## config.mk

```make
export PLATFORM = sky130hd
export DESIGN_NAME = regfile_write_arbiter_flat
export DESIGN_NICKNAME = d
export VERILOG_FILES = /design/src/rtl/regfile_write_arbiter_if.sv /design/src/rtl/regfile_write_arbiter.sv /design/src/flat_wrapper.sv
export SDC_FILE = /design/constraint.sdc
export NUM_CORES = 1
export LEC_CHECK = 0
export ABC_CLOCK_PERIOD_IN_PS = 3700
export BUFFER_PORTS_ARGS = -buffer_cell sky130_fd_sc_hd__buf_2
export CAP_MARGIN = 10
export CELL_PAD_IN_SITES_DETAIL_PLACEMENT = 0
export CELL_PAD_IN_SITES_GLOBAL_PLACEMENT = 1
export CORE_ASPECT_RATIO = 2
export CORE_MARGIN = 5
export CORE_UTILIZATION = 31
export CTS_CLUSTER_DIAMETER = 50
export DETAILED_ROUTE_END_ITERATION = 12
export PLACE_DENSITY_LB_ADDON = 0.12
export SYNTH_ARGS = -nofsm -noshare
export SYNTH_HDL_FRONTEND = slang
export SYNTH_SLANG_ARGS = --single-unit
```

## constraint.sdc

```tcl
create_clock -name CLK -period 3.7 [get_ports CLK]
set_input_delay 0 -clock CLK [delete_from_list [all_inputs] [get_ports CLK]]
set_output_delay 0 -clock CLK [all_outputs]
set_load 0.01 [all_outputs]
```

## src/rtl/regfile_write_arbiter_if.sv

```systemverilog
// Requestor-side write handshake bundle for the register-file write arbiter.
// Four valid/ready channels, each carrying one address/data pair.
interface regfile_write_arbiter_if #(
  parameter int addr_width = 5,
  parameter int data_width = 32
);
  logic [3:0]                 wreq_valid;
  logic [3:0][addr_width-1:0] wreq_addr;
  logic [3:0][data_width-1:0] wreq_data;
  logic [3:0]                 wreq_ready;

  modport master (
    output wreq_valid,
    output wreq_addr,
    output wreq_data,
    input  wreq_ready
  );

  modport slave (
    input  wreq_valid,
    input  wreq_addr,
    input  wreq_data,
    output wreq_ready
  );
endinterface

```

## src/rtl/regfile_write_arbiter.sv

```systemverilog
// Four-requestor front-end for the single register-file write port: one-entry
// holding registers, round-robin arbitration, and an init sweep engine.
module regfile_write_arbiter #(
  parameter int                    addr_width = 5,
  parameter int                    data_width = 32,
  parameter int                    lo         = 0,
  parameter int                    hi         = 31,
  parameter logic [data_width-1:0] init_value = '0
) (
  input  logic                   CLK,
  input  logic                   RST,
  regfile_write_arbiter_if.slave wreq,
  input  logic                   CLR_REQ,
  output logic                   BUSY,
  output logic                   ERR,
  output logic [addr_width-1:0]  ADDR_IN,
  output logic [data_width-1:0]  D_IN,
  output logic                   WE
);

  typedef enum logic [1:0] {SWEEP, IDLE, DRAIN} state_t;

  localparam logic [addr_width-1:0] lo_addr = addr_width'(lo);
  localparam logic [addr_width-1:0] hi_addr = addr_width'(hi);

  state_t                     state;
  logic [addr_width-1:0]      sweep_cnt;
  logic [1:0]                 last_grant;
  logic [3:0]                 held;
  logic [3:0][addr_width-1:0] hold_addr;
  logic [3:0][data_width-1:0] hold_data;

  logic [3:0] grant;
  logic [1:0] grant_idx;
  logic [1:0] cand;
  logic       grant_any;
  logic [3:0] ready;
  logic [3:0] accept;
  logic [3:0] in_range;
  logic [3:0] held_next;
  logic       err_set;

  // Signed 32-bit compare keeps the bound check meaningful for any lo/hi.
  function automatic logic addr_ok(input logic [addr_width-1:0] a);
    int v;
    v = int'(a);
    return (v >= lo) && (v <= hi);
  endfunction

  always_comb begin
    // NOTE: every combinational output gets a default first so no path infers a latch.
    grant     = '0;
    grant_idx = last_grant;
    grant_any = 1'b0;
    cand      = '0;
    if (state != SWEEP) begin
      // Search starts just after the last winner; k=4 wraps back to it.
      for (int k = 1; k <= 4; k++) begin
        cand = last_grant + 2'(k);
        if (!grant_any && held[cand]) begin
          grant_any = 1'b1;
          grant_idx = cand;
        end
      end
      if (grant_any) grant[grant_idx] = 1'b1;
    end
  end

  always_comb begin
    in_range = '0;
    for (int i = 0; i < 4; i++) in_range[i] = addr_ok(wreq.wreq_addr[i]);
  end

  // A granted slot can be refilled on the same edge it drains.
  assign ready     = (state == IDLE) ? (~held | grant) : 4'b0000;
  assign accept    = wreq.wreq_valid & ready;
  assign err_set   = |(accept & ~in_range);
  assign held_next = (held & ~grant) | (accept & in_range);

  assign wreq.wreq_ready = ready;
  assign BUSY            = (state != IDLE);

  // NOTE: payload registers carry no reset; held[] alone says whether they mean anything.
  always_ff @(posedge CLK) begin
    for (int i = 0; i < 4; i++) begin
      if (accept[i] && in_range[i]) begin
        hold_addr[i] <= wreq.wreq_addr[i];
        hold_data[i] <= wreq.wreq_data[i];
      end
    end
  end

  always_ff @(posedge CLK) begin
    if (RST) begin
      state      <= SWEEP;
      sweep_cnt  <= lo_addr;
      held       <= '0;
      last_grant <= 2'd3;
      WE         <= 1'b0;
      ADDR_IN    <= '0;
      D_IN       <= '0;
      ERR        <= 1'b0;
    end else begin
      case (state)
        SWEEP: begin
          WE      <= 1'b1;
          ADDR_IN <= sweep_cnt;
          D_IN    <= init_value;
          if (sweep_cnt == hi_addr) state     <= IDLE;
          else                      sweep_cnt <= sweep_cnt + addr_width'(1);
        end
        IDLE, DRAIN: begin
          WE   <= grant_any;
          held <= held_next;
          if (grant_any) begin
            ADDR_IN    <= hold_addr[grant_idx];
            D_IN       <= hold_data[grant_idx];
            last_grant <= grant_idx;
          end
          if (state == IDLE) begin
            if (CLR_REQ) begin
              state <= DRAIN;
              ERR   <= 1'b0;
            end else if (err_set) begin
              ERR <= 1'b1;
            end
          end else if (held_next == 4'b0000) begin
            state     <= SWEEP;
            sweep_cnt <= lo_addr;
          end
        end
        default: state <= SWEEP;
      endcase
    end
  end

endmodule

```

## src/flat_wrapper.sv

```systemverilog
// flat-port wrapper written by rule: the top's interface ports become plain ports
module regfile_write_arbiter_flat 
#(
  parameter int                    addr_width = 5,
  parameter int                    data_width = 32,
  parameter int                    lo         = 0,
  parameter int                    hi         = 31,
  parameter logic [data_width-1:0] init_value = '0
)
  (CLK, RST, CLR_REQ, BUSY, ERR, ADDR_IN, D_IN, WE, wreq_wreq_valid, wreq_wreq_addr, wreq_wreq_data, wreq_wreq_ready);
  regfile_write_arbiter_if #(.addr_width(addr_width), .data_width(data_width)) wreq_i ();
  input  logic CLK;
  input  logic RST;
  input  logic CLR_REQ;
  output logic BUSY;
  output logic ERR;
  output logic [addr_width-1:0] ADDR_IN;
  output logic [data_width-1:0] D_IN;
  output logic WE;
  input wire logic [$bits(wreq_i.wreq_valid)-1:0] wreq_wreq_valid;
  input wire logic [$bits(wreq_i.wreq_addr)-1:0] wreq_wreq_addr;
  input wire logic [$bits(wreq_i.wreq_data)-1:0] wreq_wreq_data;
  output wire logic [$bits(wreq_i.wreq_ready)-1:0] wreq_wreq_ready;
  assign wreq_i.wreq_valid = wreq_wreq_valid;
  assign wreq_i.wreq_addr = wreq_wreq_addr;
  assign wreq_i.wreq_data = wreq_wreq_data;
  assign wreq_wreq_ready = wreq_i.wreq_ready;
  regfile_write_arbiter #(.addr_width(addr_width), .data_width(data_width), .lo(lo), .hi(hi), .init_value(init_value)) u_core (.CLK(CLK), .RST(RST), .wreq(wreq_i), .CLR_REQ(CLR_REQ), .BUSY(BUSY), .ERR(ERR), .ADDR_IN(ADDR_IN), .D_IN(D_IN), .WE(WE));
endmodule
```

Word level (Yosys, flattened, before mapping)
Index checks and enable logic that the tools add are counted.
Operators by class
  add/subtract/negate cells: 4
  order comparisons: 7
  eq/ne operators: 11
  mux-type cells: 46
  bitwise gates (word level): 6
  reductions and logical operators: 16
Operators by type and width (count)
  32-bit binary-select mux with 2-bit select: 1
  32-bit two-way mux: 2
  32-bit one-hot mux with 2 select lines: 1
  5-bit two-way mux: 5
  2-bit two-way mux: 10
  5-bit one-hot mux with 2 select lines: 2
  2-bit by 3-bit < comparator with 1-bit output, second input constant: 6
  1-bit two-way mux: 14
  4-bit two-way mux: 3
  5-bit binary-select mux with 2-bit select: 1
  4-bit bitwise AND: 2
  1-bit binary-select mux with 2-bit select: 4
  2-bit by 1-bit inequality test with 1-bit output, second input constant: 4
  4-bit inverter: 2
  4-bit OR: 2
  5-bit by 1-bit adder with 5-bit output, second input constant: 1
  5-bit == test, second input constant: 1
  2-bit adder, second input constant: 2
  1-bit logical AND: 4
  4-bit zero test: 1
  2-bit inequality test, second input constant: 2
  2-bit one-hot mux with 2 select lines: 1
  2-bit AND reduction: 2
  4-bit AND reduction: 1
  other kinds (13): 16
Storage, ports and cells
  bits in registers: 199
  bits of input ports: 155
  output and inout bits: 44
  logic and storage cells: 105

Depth between registers and ports, before layout
Gate-level depths: netlist (run 1).
  depth in word-level cells: 31
  mapped depth: 12
  depth with buffers taken out: 9

Least setup slack after synthesis (run 1)
Ideal clock, no wire load.
  path type: register to register
  start: reg u_core.state[0]
  end: reg u_core.hold_addr[5] in the netlist's numbering (enable)
  setup time: 0.436 ns
  arrival: 3.334 ns
  required time: 3.264 ns
  path slack: -0.070 ns
  cell stages (with the launch flop): 9
  path buffers: 1
  clock period less this slack: 3.770 ns
  path through: dfxtp_1 > inv_1 > ha_1 > clkbuf_1 > nor2b_1 > or3b_1 > and2_1 > o21ai_0 > nor2b_1
On the way
  word-level cells in the longest chain between the ends: 5
  elaborated cells between the ends (all ways): 6
  classes of those cells: eq/ne: 1; mux: 2; bitwise: 2; reduce/logical: 1
RTL lines
  start, declared: RTL line regfile_write_arbiter.sv:26  | state_t state;
  start signal, assigned: RTL line regfile_write_arbiter.sv:95  | state <= SWEEP;
  start signal, assigned: RTL line regfile_write_arbiter.sv:109  | if (sweep_cnt == hi_addr) state <= IDLE;
  start signal, assigned: RTL line regfile_write_arbiter.sv:122  | state <= DRAIN;
  2-bit nonzero test: RTL line regfile_write_arbiter.sv:56  | if (state != SWEEP) begin
  4-bit two-way mux: RTL line regfile_write_arbiter.sv:56
  4-bit OR: RTL line regfile_write_arbiter.sv:75  | assign ready = (state == IDLE) ? (~held | grant) : 4'b0000;
  4-bit two-way mux (*): RTL line regfile_write_arbiter.sv:75
  4-bit bitwise AND (*): RTL line regfile_write_arbiter.sv:76  | assign accept = wreq.wreq_valid & ready;
  named net u_core.accept[1]: RTL line regfile_write_arbiter.sv:38  | logic [3:0] accept;
  end signal, assigned by index: RTL line regfile_write_arbiter.sv:87  | hold_addr[i] <= wreq.wreq_addr[i];
  end, declared: RTL line regfile_write_arbiter.sv:30  | logic [3:0][addr_width-1:0] hold_addr;
Mark *: on every way through the listed nets, which the timed path passes. The rest lies on a longest branch.
A chain may end at the register's enable or synchronous reset.

Worst setup path in the final report (run 1)
  start: reg u_core.state[0]
  end: reg u_core.hold_data[65] in the netlist's numbering (enable)
On the way
  word-level cells in the longest chain between the ends: 5
  elaborated cells between the ends (all ways): 6
  classes of those cells: eq/ne: 1; mux: 2; bitwise: 2; reduce/logical: 1
RTL lines
  2-bit nonzero test: RTL line regfile_write_arbiter.sv:56
  4-bit two-way mux: RTL line regfile_write_arbiter.sv:56
  4-bit OR: RTL line regfile_write_arbiter.sv:75
  4-bit two-way mux (*): RTL line regfile_write_arbiter.sv:75
  4-bit bitwise AND (*): RTL line regfile_write_arbiter.sv:76
  named net u_core.accept[2]: RTL line regfile_write_arbiter.sv:38
  end signal, assigned by index: RTL line regfile_write_arbiter.sv:88  | hold_data[i] <= wreq.wreq_data[i];
  end, declared: RTL line regfile_write_arbiter.sv:31  | logic [3:0][data_width-1:0] hold_data;
Marks and branches as above.

==> results of run 1 <==
[layout make-up]
cell class | count | share of cell area
Inverter | 6 | 0.00203
Timing Repair Buffer | 364 | 0.240
Multi-Input combinational cell | 238 | 0.183
Sequential cell | 199 | 0.492
Clock buffer | 18 | 0.0386
Tap cell | 290 | 0.0327
Clock inverter | 14 | 0.0119
[registers in the layout, indices dropped and copies added, names as in the netlist]
| name | cells |
|---|---|
| u_core.hold_data | 128 |
| u_core.D_IN | 32 |
| u_core.hold_addr | 20 |
| u_core.ADDR_IN | 5 |
| u_core.sweep_cnt | 5 |
| u_core.held | 4 |
| u_core.last_grant | 2 |
| u_core.state | 2 |
| u_core.WE | 1 |
[routing by layer]
layer,share of wire,vias to the layer above
li1,-,2539
met4,0.030,0
met2,0.59,157
met1,0.34,2617
met3,0.039,33
met5,0,-
[cells in the mapped netlist (6+ instances only)]
master    count  area share
ha_1          6      0.0099
dfxtp_1      51        0.13
edfxtp_1    148        0.58
mux2i_1       9       0.012
a22oi_1      34       0.034
o211ai_1      7      0.0069
nor2b_1       8      0.0066
a211oi_1      6      0.0059
o21ai_0       6      0.0039
a21oi_1      12      0.0079
nand2_1      24       0.012
mux4_2       32       0.095
nand3_1       6      0.0039
nor2_1       50       0.025
and3_1        7      0.0058
clkbuf_1     18      0.0089
[cell families after synthesis]
group,Yosys count,share of synthesized area
compound gates,78,0.0728
other cells,1,0.000493
flops,199,0.718
mux,46,0.114
simple gates,107,0.0633
fa+ha+maj,6,0.00986
buf+inv,33,0.0214
[critical path, delay by kind of cell (launching register included)]
family	cells	cell delay, ns
AO/OA/AOI/OAI	1	0.21
adder cells (fa/ha/maj)	1	0.35
buffers and inverters	2	0.39
flip-flops	1	0.41
AND/OR/NAND/NOR	3	1.36
[final timing paths]
path / endpoint / slack (ns) / cells after the start
worst max-delay path: u_core.hold_data[65] / 0.65 / 7
worst min register to register: u_core.WE / 0.46 / 2
worst min-delay path: u_core.held[0] / 0.07 / 5
worst max register to register: u_core.hold_data[65] / 0.65 / 7
[power by group]
group          switching [uW]  internal, uW  total [uW]
clock                     800           988        1790
sequential               4.64          2400        2400
combinational            76.8           169         245
[placed cells by master (no fill, tap or decap), types with 2 or more instances in the layout]
cell type        n
bufinv_16        2
and2_1           4
dfxtp_1         51
inv_1            5
nand4_1          2
dlygate4sd3_1  151
clkbuf_16       17
a21oi_1         11
mux2i_1          8
mux2_2           5
o211ai_1         7
nor2_1          50
clkinv_4         2
ha_1             6
clkinv_2         3
o21ai_0          6
clkinv_1         5
buf_12           4
buf_4           12
mux4_2          32
buf_2          197
a311oi_1         2
nand2_1         24
a32o_1           4
o21bai_1         2
and3_1           4
and3_2           2
nor2b_1          6
inv_6            2
nor2b_4          2
nor3_1           2
a22oi_1         34
edfxtp_1       148
nand3_1          6
a211oi_1         6
[per-stage QoR]
step	cell area [um^2]	utilization	hold slack (ns)
6_report	11100	0.457	0.0707
5_1_grt	11100	0.457	0.103
4_1_cts	11100	0.457	0.0381
3_5_place_dp	9040	0.372	0.178
3_3_place_gp	9040	0.372	0.177
2_1_floorplan	7610	-	0.0989
[what timing repair did]
| item | 4_1_cts | 5_1_grt |
|---|---|---|
| endpoints found under the setup margin | 0 | 0 |
| hold endpoints to repair | 152 | 0 |
| hold buffers | 151 | 0 |
==> metrics, run 1 <==
Worst EP arrival approximately 3.2 ns; maximum VDD drop 341 uV; Layout Cells excl Fill 1129; Layout Area Growth over Synthesis 46.0%; clk_lat worst skew 0.44 ns; Post-Syn Instances 470; Worst path slowest cell or4_4; met3 Track Usage GR 0.0352; Avg Inst Size Synth 16.2 um^2; Reg-to-Reg Start u_core.state[0]; layout cells sized above 1 0.343; vias per inst 4.74; status completed; gr usage total 0.171; postcts setup bufs 0; CP Launch Type register; post-DR wirelength/cell 20.2 um; Tmin final 3.05 ns; Clock Tree Buf Depth 2; Inst Count DP 946; grt met2 use 0.338; Critical Path, Cell by Cell inv_1, ha_1, or4_4, and2_1, o21ai_0, and3_2, buf_4; Port-buffer cells 197; GR peak layer met2; drt first pass iters 4; area occupied by multi-input gates 2030 um^2; FF+latch area 5470 um^2; highest clock rate 0.328 GHz; global-route wire length before repair 35000 um; # diodes 0; clk root buf clkbuf_16; Yosys reg bits about 200; number of synthesized flops with an enable pin roughly 150; CTS tree done; htree depth 4; Final GP Congestion 0.813; Setup violations, final 0; clk sinks 199; CP peak stage delay between 0.5 and 0.6 ns; Crit. Startpoint u_core.state[0]; pwr dens around 400 nW/um^2; vias in the first global route 6220; Clock transition at path regs 0.07 ns; Max-Cap Viols 0; initial core utilization 0.313; crit path capture type register; CP max FO 18; Final ANT Viol Nets 0; dpl hpwl 16000 um; synthesized area ~7600 um^2; DRT iter0 DRCs 224; Layout Nets 987; min-delay src wreq_wreq_valid[0]; P_leak ~0.0042 uW; critical path required time approximately 3.8 ns; sequential fraction of the synthesis area 0.718; FP Rows between 80 and 90; CORE AREA 24300 um^2; final worst-path cycle share 0.824; Synth Flop Type edfxtp_1; Inserted Clock Buffers 17; syn_nets 631; Rel. slew slack 0.595; Final Hold Fails 0; HP Class input pin to register; die area 28000 um^2; Tot Pwr about 4400 uW; critical path class register to register; setup slack at placement roughly 0.63 ns; DRC 0; CTS resizes 0; I/O Pins 199; async set-reset flop share out of synthesis 0; chip width 121 um; Setup TNS Final 0 ns; RSZ-0062 raised after global routing no; Slew Viols, Final 0; post-route setup slack 0.651 ns; yosys warns 0; Worst Skew 0.00833 ns; Overflow after GRT 0; largest net degree at the start of global routing 41; via count 5346; Slew @ Worst Pin around 0.6 ns; Die Height approximately 230 um; GR Layer Usage met1 0.167; Fill cells 2179; initial antenna violation count 0; synth unique cells 37; WL final about 23000 um
Note: power is estimated with default switching activity, not from simulation.
==> run 2, diff against run 1 <==
Settings changed: ABC_CLOCK_PERIOD_IN_PS 3700 to 3100.
Clock period 3.7 ns to 3.1 ns, I/O delays scaled along.
==> metrics, run 2 (synthesis gave the netlist of run 1 again) <==
Die Height 232 um (unchanged); max FFs per register 128 (unchanged); WL final 22900 um (+0.52%); htree depth 4 (unchanged); most frequent cells in the layout 197 x buf_2, 151 x dlygate4sd3_1, 148 x edfxtp_1, 51 x dfxtp_1, 50 x nor2_1; largest net degree at the start of global routing 36 (-12%); Worst EP arrival 2.85 ns (-0.33 ns); Layout Area Growth over Synthesis 47.1%; global-route wire length before repair 34300 um (-1.8%); pwr dens 481 nW/um^2 (+21%); Setup violations, final 0 (unchanged); clk_lat worst skew 0.44 ns (about the same); Slew @ Worst Pin 0.494 ns (-0.113 ns); CP max FO 35 (+17); Clock transition at path regs 0.07 ns (about the same); Inserted Clock Buffers 17 (unchanged); status completed; vias per inst 4.80 (+1.4%); crit path capture type register; layout cells sized above 1 0.348 (+0.00513); Setup TNS Final 0 ns (unchanged); via count 5429 (+1.6%); Final Hold Fails 0 (unchanged); FP Rows 81 (unchanged); gr usage total 0.169 (-0.00262); Overflow after GRT 0 (unchanged); Final GP Congestion 0.800 (-1.6%); CTS tree done; commonest non-fill, non-tap cell in the layout buf_2; critical path required time 3.22 ns (-0.61 ns); Final ANT Viol Nets 0 (unchanged); # diodes 0 (unchanged); final worst-path cycle share 0.880 (+0.0560); DRC 0 (unchanged); RSZ-0062 raised after global routing no; Port-buffer cells 197 (unchanged); clk sinks 199 (unchanged); Tmin final 2.73 ns (-0.321 ns); drt first pass iters 4 (unchanged); die area 28000 um^2 (unchanged); Max-Cap Viols 0 (unchanged); Worst Skew 0.00856 ns (+0.000232 ns); initial antenna violation count 0 (unchanged); CP Launch Type register; vias in the first global route 6153 (-1.1%); post-DR wirelength/cell 20.3 um (+0.34%); initial core utilization 0.313 (unchanged); final core occ 0.460 (+0.00350); Clock Tree Buf Depth 2 (unchanged); DRT iter0 DRCs 198 (-12%); critical path class register to register; Layout Nets 989 (+0.20%); I/O Pins 199 (unchanged); clk root buf clkbuf_16; chip width 121 um (unchanged); dpl hpwl 15300 um (-4.1%); CORE AREA 24300 um^2 (unchanged); highest clock rate 0.367 GHz (+12%); Rel. slew slack 0.667 (+0.0717); Slew Viols, Final 0 (unchanged); Largest Register u_core.hold_data; HP Class input pin to register; P_leak 0.00427 uW (+1.1%); biggest registers after layout u_core.hold_data x128, u_core.D_IN x32, u_core.hold_addr x20; maximum VDD drop 418 uV (+23%)
==> run 2: per-layer routing <==
layer | share of wire | vias up | wire [um] | global-route usage
li1 | - | 2548 | - | -
met1 | 0.36 | 2668 | 8210 | 0.170
met2 | 0.57 | 170 | 13000 | 0.322
met3 | 0.037 | 43 | 860 | 0.0325
met4 | 0.039 | 0 | 893 | 0.0862
met5 | 0 | - | 0 | 0
==> run 2: where the power goes <==
group	internal, uW	switching (uW)
Sequential	2860	5.71
Clock	1270	965
Combinational	201	86.2
==> run 2: layout make-up <==
cell class              count  area (um^2)
fillers                  2166        13100
flip-flops and latches    199         5470
repair buffers            366         2720
multi-input cells         238         2040
clock buffers              20          437
well taps                 290          363
clock inverters            12          150
inverters                   6         22.5
==> run 2: per-stage QoR <==
stage	instance area (um^2)	power [uW]	setup WS [ns]	cells	hold slack (ns)
CTS	11200	5480	0.176	1131	0.00977
floorplan	7610	2950	0.0224	470	0.0989
finish	11200	5390	0.372	1131	0.0437
detailed placement	9090	3060	0.196	948	0.178
global placement	9090	3060	0.234	948	0.177
global route	11200	5590	0.140	1131	0.0272
==> run 2: timing repair <==
action	CTS	global route
resized for setup	0	1
hold buffers	151	0
buffers inserted	0	0
setup endpoints to repair	0	5
hold endpoints to repair	158	0
==> run 2: critical path, stage by stage, from the launching register on <==
cell	delay, ns
dfxtp_1	0.41
inv_1	0.07
ha_1	0.34
or4_4	0.59
and2_1	0.18
o21ai_0	0.22
and3_2	0.29
buf_12	0.26
==> run 2: final timing paths <==
| check | start | slack [ns] | cells past startpoint | endpoint |
|---|---|---|---|---|
| max | u_core.state[0] | 0.37 | 7 | u_core.hold_data[88] |
| min | wreq_wreq_valid[2] | 0.04 | 2 | u_core.hold_data[94] |
| max reg2reg | u_core.state[0] | 0.37 | 7 | u_core.hold_data[88] |
| min reg2reg | u_core.WE | 0.46 | 2 | u_core.WE |
